## src/rtl/cpu_fetch_pkg.sv

```systemverilog
// Shared fetch-stage types and vectors, also used by the PC register trigger logic.
package cpu_fetch_pkg;

    localparam int unsigned XLEN = 32;

    localparam logic [XLEN-1:0] RESET_VECTOR = '0;
    localparam logic [XLEN-1:0] TRAP_VECTOR  = 32'h30;

    typedef struct packed {
        logic [XLEN-1:0] instr;
        logic [XLEN-1:0] pc;
    } fetch_entry_t;

endpackage

```

## src/rtl/sync_fifo.sv

```systemverilog
// Register-based synchronous FIFO with occupancy count and a synchronous clear.
module sync_fifo #(
    parameter int unsigned WIDTH = 32,
    parameter int unsigned DEPTH = 4,
    localparam int unsigned CW = $clog2(DEPTH + 1)
) (
    input  logic             clk,
    input  logic             rst,
    input  logic             clear,
    input  logic             push,
    input  logic [WIDTH-1:0] data_in,
    input  logic             pop,
    output logic [WIDTH-1:0] data_out,
    output logic [CW-1:0]    count
);
    localparam int unsigned AW = $clog2(DEPTH);

    logic [WIDTH-1:0] mem [DEPTH];
    logic [AW-1:0]    wr_ptr;
    logic [AW-1:0]    rd_ptr;
    logic             push_ok;
    logic             pop_ok;

    assign push_ok  = push && (count != CW'(DEPTH));
    assign pop_ok   = pop && (count != '0);
    // Empty FIFO presents zero so the head never shows stale data.
    assign data_out = (count == '0) ? '0 : mem[rd_ptr];

    always_ff @(posedge clk) begin
        if (push_ok) begin
            mem[wr_ptr] <= data_in;
        end
    end

    always_ff @(posedge clk) begin
        if (rst || clear) begin
            wr_ptr <= '0;
            rd_ptr <= '0;
            count  <= '0;
        end else begin
            if (push_ok) begin
                wr_ptr <= AW'(wr_ptr + AW'(1));
            end
            if (pop_ok) begin
                rd_ptr <= AW'(rd_ptr + AW'(1));
            end
            count <= CW'(count + CW'(push_ok) - CW'(pop_ok));
        end
    end

endmodule

```

## src/rtl/fetch_buffer.sv

```systemverilog
// Instruction fetch stage: credit-limited issue, in-order response tracking,
// instruction queue toward decode, and redirect discard of stale fetches.
module fetch_buffer
    import cpu_fetch_pkg::*;
#(
    parameter int unsigned WIDTH = 32,
    parameter int unsigned DEPTH = 4
) (
    input  logic             clk,
    input  logic             rst,
    input  logic [WIDTH-1:0] PC_i,
    output logic             pc_advance_o,
    input  logic             flush_i,
    output logic             imem_req_o,
    output logic [WIDTH-1:0] imem_addr_o,
    input  logic             imem_rvalid_i,
    input  logic [WIDTH-1:0] imem_rdata_i,
    output logic             instr_valid_o,
    output logic [WIDTH-1:0] instr_o,
    output logic [WIDTH-1:0] instr_pc_o,
    input  logic             instr_ready_i
);
    localparam int unsigned CW = $clog2(DEPTH + 1);
    localparam int unsigned SW = CW + 1;
    localparam int unsigned EW = $bits(fetch_entry_t);

    logic [CW-1:0]    q_count;
    logic [CW-1:0]    inflight;
    logic [CW-1:0]    drop;
    logic [WIDTH-1:0] resp_pc;
    fetch_entry_t     q_in;
    fetch_entry_t     q_head;
    logic             q_push;
    logic             q_pop;
    logic             credit;

    // Registered occupancy only: a pop this cycle frees its slot next cycle.
    assign credit       = (SW'(inflight) + SW'(q_count)) < SW'(DEPTH);
    assign imem_req_o   = !rst && !flush_i && credit;
    assign pc_advance_o = imem_req_o;
    assign imem_addr_o  = PC_i;

    assign q_push        = imem_rvalid_i && (drop == '0) && !flush_i;
    assign instr_valid_o = (q_count != '0);
    assign q_pop         = instr_valid_o && instr_ready_i && !flush_i;

    assign q_in       = '{instr: XLEN'(imem_rdata_i), pc: XLEN'(resp_pc)};
    assign instr_o    = WIDTH'(q_head.instr);
    assign instr_pc_o = WIDTH'(q_head.pc);

    sync_fifo #(
        .WIDTH (EW),
        .DEPTH (DEPTH)
    ) u_queue (
        .clk      (clk),
        .rst      (rst),
        .clear    (flush_i),
        .push     (q_push),
        .data_in  (q_in),
        .pop      (q_pop),
        .data_out (q_head),
        .count    (q_count)
    );

    // Issued PCs wait here for their responses; occupancy is the in-flight count.
    sync_fifo #(
        .WIDTH (WIDTH),
        .DEPTH (DEPTH)
    ) u_inflight (
        .clk      (clk),
        .rst      (rst),
        .clear    (1'b0),
        .push     (imem_req_o),
        .data_in  (PC_i),
        .pop      (imem_rvalid_i),
        .data_out (resp_pc),
        .count    (inflight)
    );

    // Responses older than a redirect arrive first and are discarded by count.
    always_ff @(posedge clk) begin
        if (rst) begin
            drop <= '0;
        end else if (flush_i) begin
            drop <= CW'(inflight - CW'(imem_rvalid_i));
        end else if (imem_rvalid_i && (drop != '0)) begin
            drop <= CW'(drop - CW'(1));
        end
    end

endmodule
```

## config.mk

```make
export PLATFORM = sky130hd
export DESIGN_NAME = fetch_buffer
export DESIGN_NICKNAME = d
export VERILOG_FILES = /design/src/rtl/cpu_fetch_pkg.sv /design/src/rtl/sync_fifo.sv /design/src/rtl/fetch_buffer.sv
export SDC_FILE = /design/constraint.sdc
export NUM_CORES = 1
export LEC_CHECK = 0
export ABC_AREA = 1
export BUFFER_PORTS_ARGS = -buffer_cell sky130_fd_sc_hd__buf_2
export CORE_UTILIZATION = 40
export CTS_CLUSTER_SIZE = 12
export DETAILED_ROUTE_END_ITERATION = 6
export PLACE_DENSITY = 0.6
export SETUP_SLACK_MARGIN = 0.15
export SLEW_MARGIN = 20
export SYNTH_ARGS = -nofsm -noshare
export SYNTH_HDL_FRONTEND = slang
export SYNTH_SLANG_ARGS = --single-unit
export TNS_END_PERCENT = 30
```

## constraint.sdc

```tcl
create_clock -name clk -period 5.4 [get_ports clk]
set_input_delay 1.35 -clock clk [delete_from_list [all_inputs] [get_ports clk]]
set_output_delay 1.35 -clock clk [all_outputs]
set_load 0.05 [all_outputs]
```

Yosys cells after proc, flatten, opt, wreduce, memory -nomap -nowiden

Memories as Yosys holds them, arrays and structs flattened. A register that Yosys moved wholly into a read port is not among the register bits.
Cells that the tools add are included.

Register bits: 17
Output and inout port bits: 99
Memories: 2
Word-level logic and storage cells: 56
Bits of input ports: 69
RAM bits: 384

Memory list:

| memory         | depth | width | rd ports | clocked after Yosys merged registers in | wr ports | RTL line        | source |
|---|---|---|---|---|---|---|---|
| u_queue.mem    | 4     | 64    | 1        | 1                                       | 1        | sync_fifo.sv:18 | `logic [WIDTH-1:0] mem [DEPTH];` |
| u_inflight.mem | 4     | 32    | 1        | 1                                       | 1        | sync_fifo.sv:18 |  |

Multiplexer cells: 12
Reductions and logical operators: 21
$add $sub $neg: 11
Equal/unequal tests: 2
$lt $le $gt $ge: 1

Operators with widths:

| kind                  | number |
|---|---|
| $mux W64              | 1 |
| $mux W32              | 1 |
| $logic_and A1 B1 Y1   | 11 |
| $logic_not A3 Y1      | 3 |
| $reduce_bool A3 Y1    | 3 |
| $sub A3 B1 Y3         | 3 |
| $add A2 B1 Y2 const B | 4 |
| $mux W2               | 4 |
| $add A3 B1 Y3         | 2 |
| $mux W3               | 2 |
| $ne A3 B3 Y1 const B  | 2 |
| $add A3 B3 Y4         | 1 |
| $lt A4 B3 Y1 const B  | 1 |
| $mux W1               | 4 |
| $sub A3 B1 Y3 const B | 1 |
| $logic_not A1 Y1      | 2 |
| $reduce_bool A2 Y1    | 1 |
| $logic_or A1 B1 Y1    | 1 |

Depth between registers and ports, before layout

Word-level depth: 6
Mapped depth: 12
Mapped depth without buffers: 12

Hierarchy

From an unflattened synthesis, not the netlist that was laid out.

Cell total of the unflattened synthesis: 1739
Area, all modules: 18122.4 um^2

Modules (own cells, without submodules):

| module                  | times used | area each (um^2) | cells each | sequential area each (um^2) |
|---|---|---|---|---|
| sync_fifo at u_queue    | 1          | 11327.1          | 1077       | 7867.5 |
| sync_fifo at u_inflight | 1          | 6199.7           | 572        | 4023.9 |
| fetch_buffer            | 1          | 595.6            | 90         | 60.1 |

Worst setup path after synthesis

Ideal clock, no wire load.

Path type: input to register
Start: input flush_i
End: memory u_queue.mem[0][0] (netlist bit), enable pin
Path buffers: 0
Stages on the path: 5
Library setup time: 486 ps
Data required time: 4914 ps
Data arrival time: 4413 ps
Slack: 501 ps
Cell sequence: inv_1 > nand2_1 > nor2_1 > nand2_1 > nor2_1

Cells in the longest elaborated chain, start to end: 5

RTL lines:

| item                          | RTL line           | source |
|---|---|---|
| start: declaration            | fetch_buffer.sv:13 | `input logic flush_i,` |
| $logic_not A1 Y1              | fetch_buffer.sv:43 | `assign q_push = imem_rvalid_i && (drop == '0) && !flush_i;` |
| $logic_and A1 B1 Y1           | fetch_buffer.sv:43 |  |
| $logic_and A1 B1 Y1           | sync_fifo.sv:24    | `assign push_ok = push && (count != CW'(DEPTH));` |
| $mux W1                       | sync_fifo.sv:30    | `if (push_ok) begin` |
| $mux W1 (implied by the code) | sync_fifo.sv:31    | `mem[wr_ptr] <= data_in;` |
| end: declaration              | sync_fifo.sv:18    |  |

No other way between the ends.

==> flow_summary.yaml <==
run_status:
  status: "finished clean"
sta:
  whs_ps: 475
  final_max_slew_viol_count: 0
  clock_skew_ps: 25.7
  relSlewSlack: 0.296
  max_freq_mhz: 229
  setup_violations: 0
  rsz0062_at_grt: "false"
  finalCritPeriodShare: 0.808
  min_period_ps: 4360
  tightest_slew_ps: 1060
  setup_tns_ps: 0
  finalHoldViolCount: 0
clock_network:
  cts_buffers: 44
  cts_setup_buffers: 0
  cts_buffer_depth: 3
  hold_buffers: 0
  cts-resized-gates: 0
  clk_latency_ps: 550
  clk_transition_reported_paths_ps: 50
  clockRootBuffer: "clkbuf_16"
  cts.sinks: 405
  tritoncts: "yes"
  cts_max_level: 2
routing:
  drc: 0
  drtAntennaViolNets: 0
  routed_wl_um: 35600
  via_per_inst: 4.92
  wire_per_inst_um: 17.7
  first_iter_violations: 687
  drtPass1Iterations: 5
  vias: 9926
min_path:
  hold_class: "register to register"
  holdPathEnd: "drop[2]"
  hold_depth: 2
  holdCritStartpoint: "drop[2]"
power:
  netSwitchingPower_mw: 2.16
  powerDensity_mw_per_mm2: 419
  peakVddDrop_mv: 0.224
  intPower_mw: 5.66
  combPwrFrac: 0.158
  p_leak_nw: 6.75
  p_total_mw: 7.82
  p_seq_frac: 0.491
  swShare: 0.276
  p_clk_frac: 0.351
placement:
  hpwl_um: 19700
  gp_congestion: 0.752
  dpl.cell_count: 1942
  io_buffers: 167
job:
  max_cap_viol_count: 0
synthesis:
  avgSynthCellArea_um2: 12.2
  yosys_warnings: 0
  ys_seq_area_frac: 0.732
  syn_inst: 1335
  syn_nets: 1424
  synth_cell_types: 22
  syn-cell-area_mm2: 0.0163
  ys_seq_elements: 405
global_route:
  grt_usage: 0.173
  grt_pass1_vias: 9749
  grt_max_degree: 94
  grt_pass1_wl_um: 55000
  overflow: 0
  antenna_found_initial: 0
die:
  core_region_area_mm2: 0.0400
  initial_utilization: 0.408
  rows: 73
  ios: 168
  fp.dieArea_mm2: 0.0416
  die_w_um: 204
  die-height_um: 204
final_layout:
  antenna_cells: 0
  fin_nets: 1553
  fill_cells: 3576
  fin_cells: 2016
  area_growth_pct: 14.5
  drive_gt1_frac: 0.173
worst_setup_path:
  crit_arrival_ps: 3010
  r2r_slack_ps: 2840
  crit_type: "register to output port"
  reg2reg_depth: 7
  critPathRequiredTime_ps: 4050
  reg2reg_to: "u_queue.mem[1][37]"
  worstSetupStartpointType: "register"
  r2r-start: "drop[0]"
  critPathCaptureType: "output port"
  crit_fanout: 60
==> layout by cell type (no fill, tap or decap), drive strengths merged <==
master / synthesis / final
nand3: 10 / 10
fa: 2 / 2
o21ai: 199 / 199
or2: 1 / 1
a21oi: 106 / 106
clkinvlp: 0 / 2
bufinv: 0 / 2
dfxtp: 21 / 21
inv: 46 / 46
clkinv: 1 / 15
nor2: 416 / 416
nand2: 25 / 25
ha: 18 / 18
buf: 81 / 186
xnor2: 1 / 1
clkbuf: 22 / 55
xor2: 2 / 2
edfxtp: 384 / 384
==> how the worst max path moves through the flow <==
stage | endpoint | slack [ps] | depth (start not counted)
finish | instr_pc_o[13] | 1040 | 5
global route | instr_pc_o[0] | 760 | 5
CTS | instr_pc_o[10] | 950 | 5
detailed placement | instr_pc_o[10] | 1520 | 5
global placement | instr_pc_o[0] | 1520 | 5
floorplan | u_queue.mem[0][0] | 500 | 5
==> cell type report <==
class                           count  area, µm²  share of cell area
Sequential cell                   405      12000               0.640
Clock inverter                     18        169             0.00904
Clock buffer                       55       1140              0.0611
Tap cell                          525        657              0.0351
Timing Repair Buffer              186        998              0.0534
Inverter                           47        178             0.00951
Multi-Input combinational cell    780       3590               0.192
==> stage by stage <==
step | utilization | instance area (µm²) | setup slack, ps
floorplan | - | 16300 | 501
global placement | 0.434 | 17400 | 1520
detailed placement | 0.434 | 17400 | 1520
CTS | 0.467 | 18700 | 949
global route | 0.467 | 18700 | 763
finish | 0.467 | 18700 | 1040
==> worst max-delay path, cell delays in order, from the launching register on <==
cell and delay, ps:
dfxtp_4 610, clkinv_2 710, buf_4 480, o21ai_0 190, a21oi_1 160, buf_2 300
==> registers in the layout, indices dropped and copies added (netlist names), named ones only <==
| register | count |
|---|---|
| u_queue.mem | 256 |
| u_queue.count | 3 |
| u_inflight.wr_ptr | 2 |
| u_inflight.count | 3 |
| u_inflight.rd_ptr | 2 |
| u_queue.wr_ptr | 2 |
| drop | 3 |
| u_queue.rd_ptr | 2 |
| u_inflight.mem | 128 |
==> kinds of logic after synthesis <==
kind of cell / share of synthesized area
fa+ha+maj: 0.0162
buf+inv: 0.0510
flops: 0.732
xor+xnor: 0.00161
simple gates: 0.106
compound gates: 0.0935
==> routing by layer <==
layer | share of wire | global-route usage | up-vias
met5 | 0 | 0 | -
met4 | 0.023 | 0.0488 | 0
met3 | 0.045 | 0.0266 | 53
met2 | 0.48 | 0.297 | 209
met1 | 0.45 | 0.226 | 4781
li1 | - | - | 4883
==> synthesized netlist by cell type (all sizes together) <==
| master | instances | area share |
|---|---|---|
| a21oi | 106 | 0.032 |
| buf | 81 | 0.035 |
| clkbuf | 22 | 0.0051 |
| clkinv | 1 | 0.00023 |
| dfxtp | 21 | 0.026 |
| edfxtp | 384 | 0.71 |
| fa | 2 | 0.0025 |
| ha | 18 | 0.014 |
| inv | 46 | 0.011 |
| nand2 | 25 | 0.0057 |
| nand3 | 10 | 0.0031 |
| nor2 | 416 | 0.097 |
| o21ai | 199 | 0.061 |
| or2 | 1 | 0.00038 |
| xnor2 | 1 | 0.00054 |
| xor2 | 2 | 0.0011 |
==> power groups by stage <==
| stage | logic [mW] | clock network [mW] | registers, mW |
|---|---|---|---|
| detailed placement | 1.24 | 0 | 3.91 |
| global route | 1.39 | 2.93 | 3.86 |
| floorplan | 0.839 | 0 | 3.90 |
| finish | 1.23 | 2.75 | 3.84 |
| CTS | 1.25 | 2.82 | 3.84 |
| global placement | 1.21 | 0 | 3.90 |
Power figures use the tool's default switching activity.
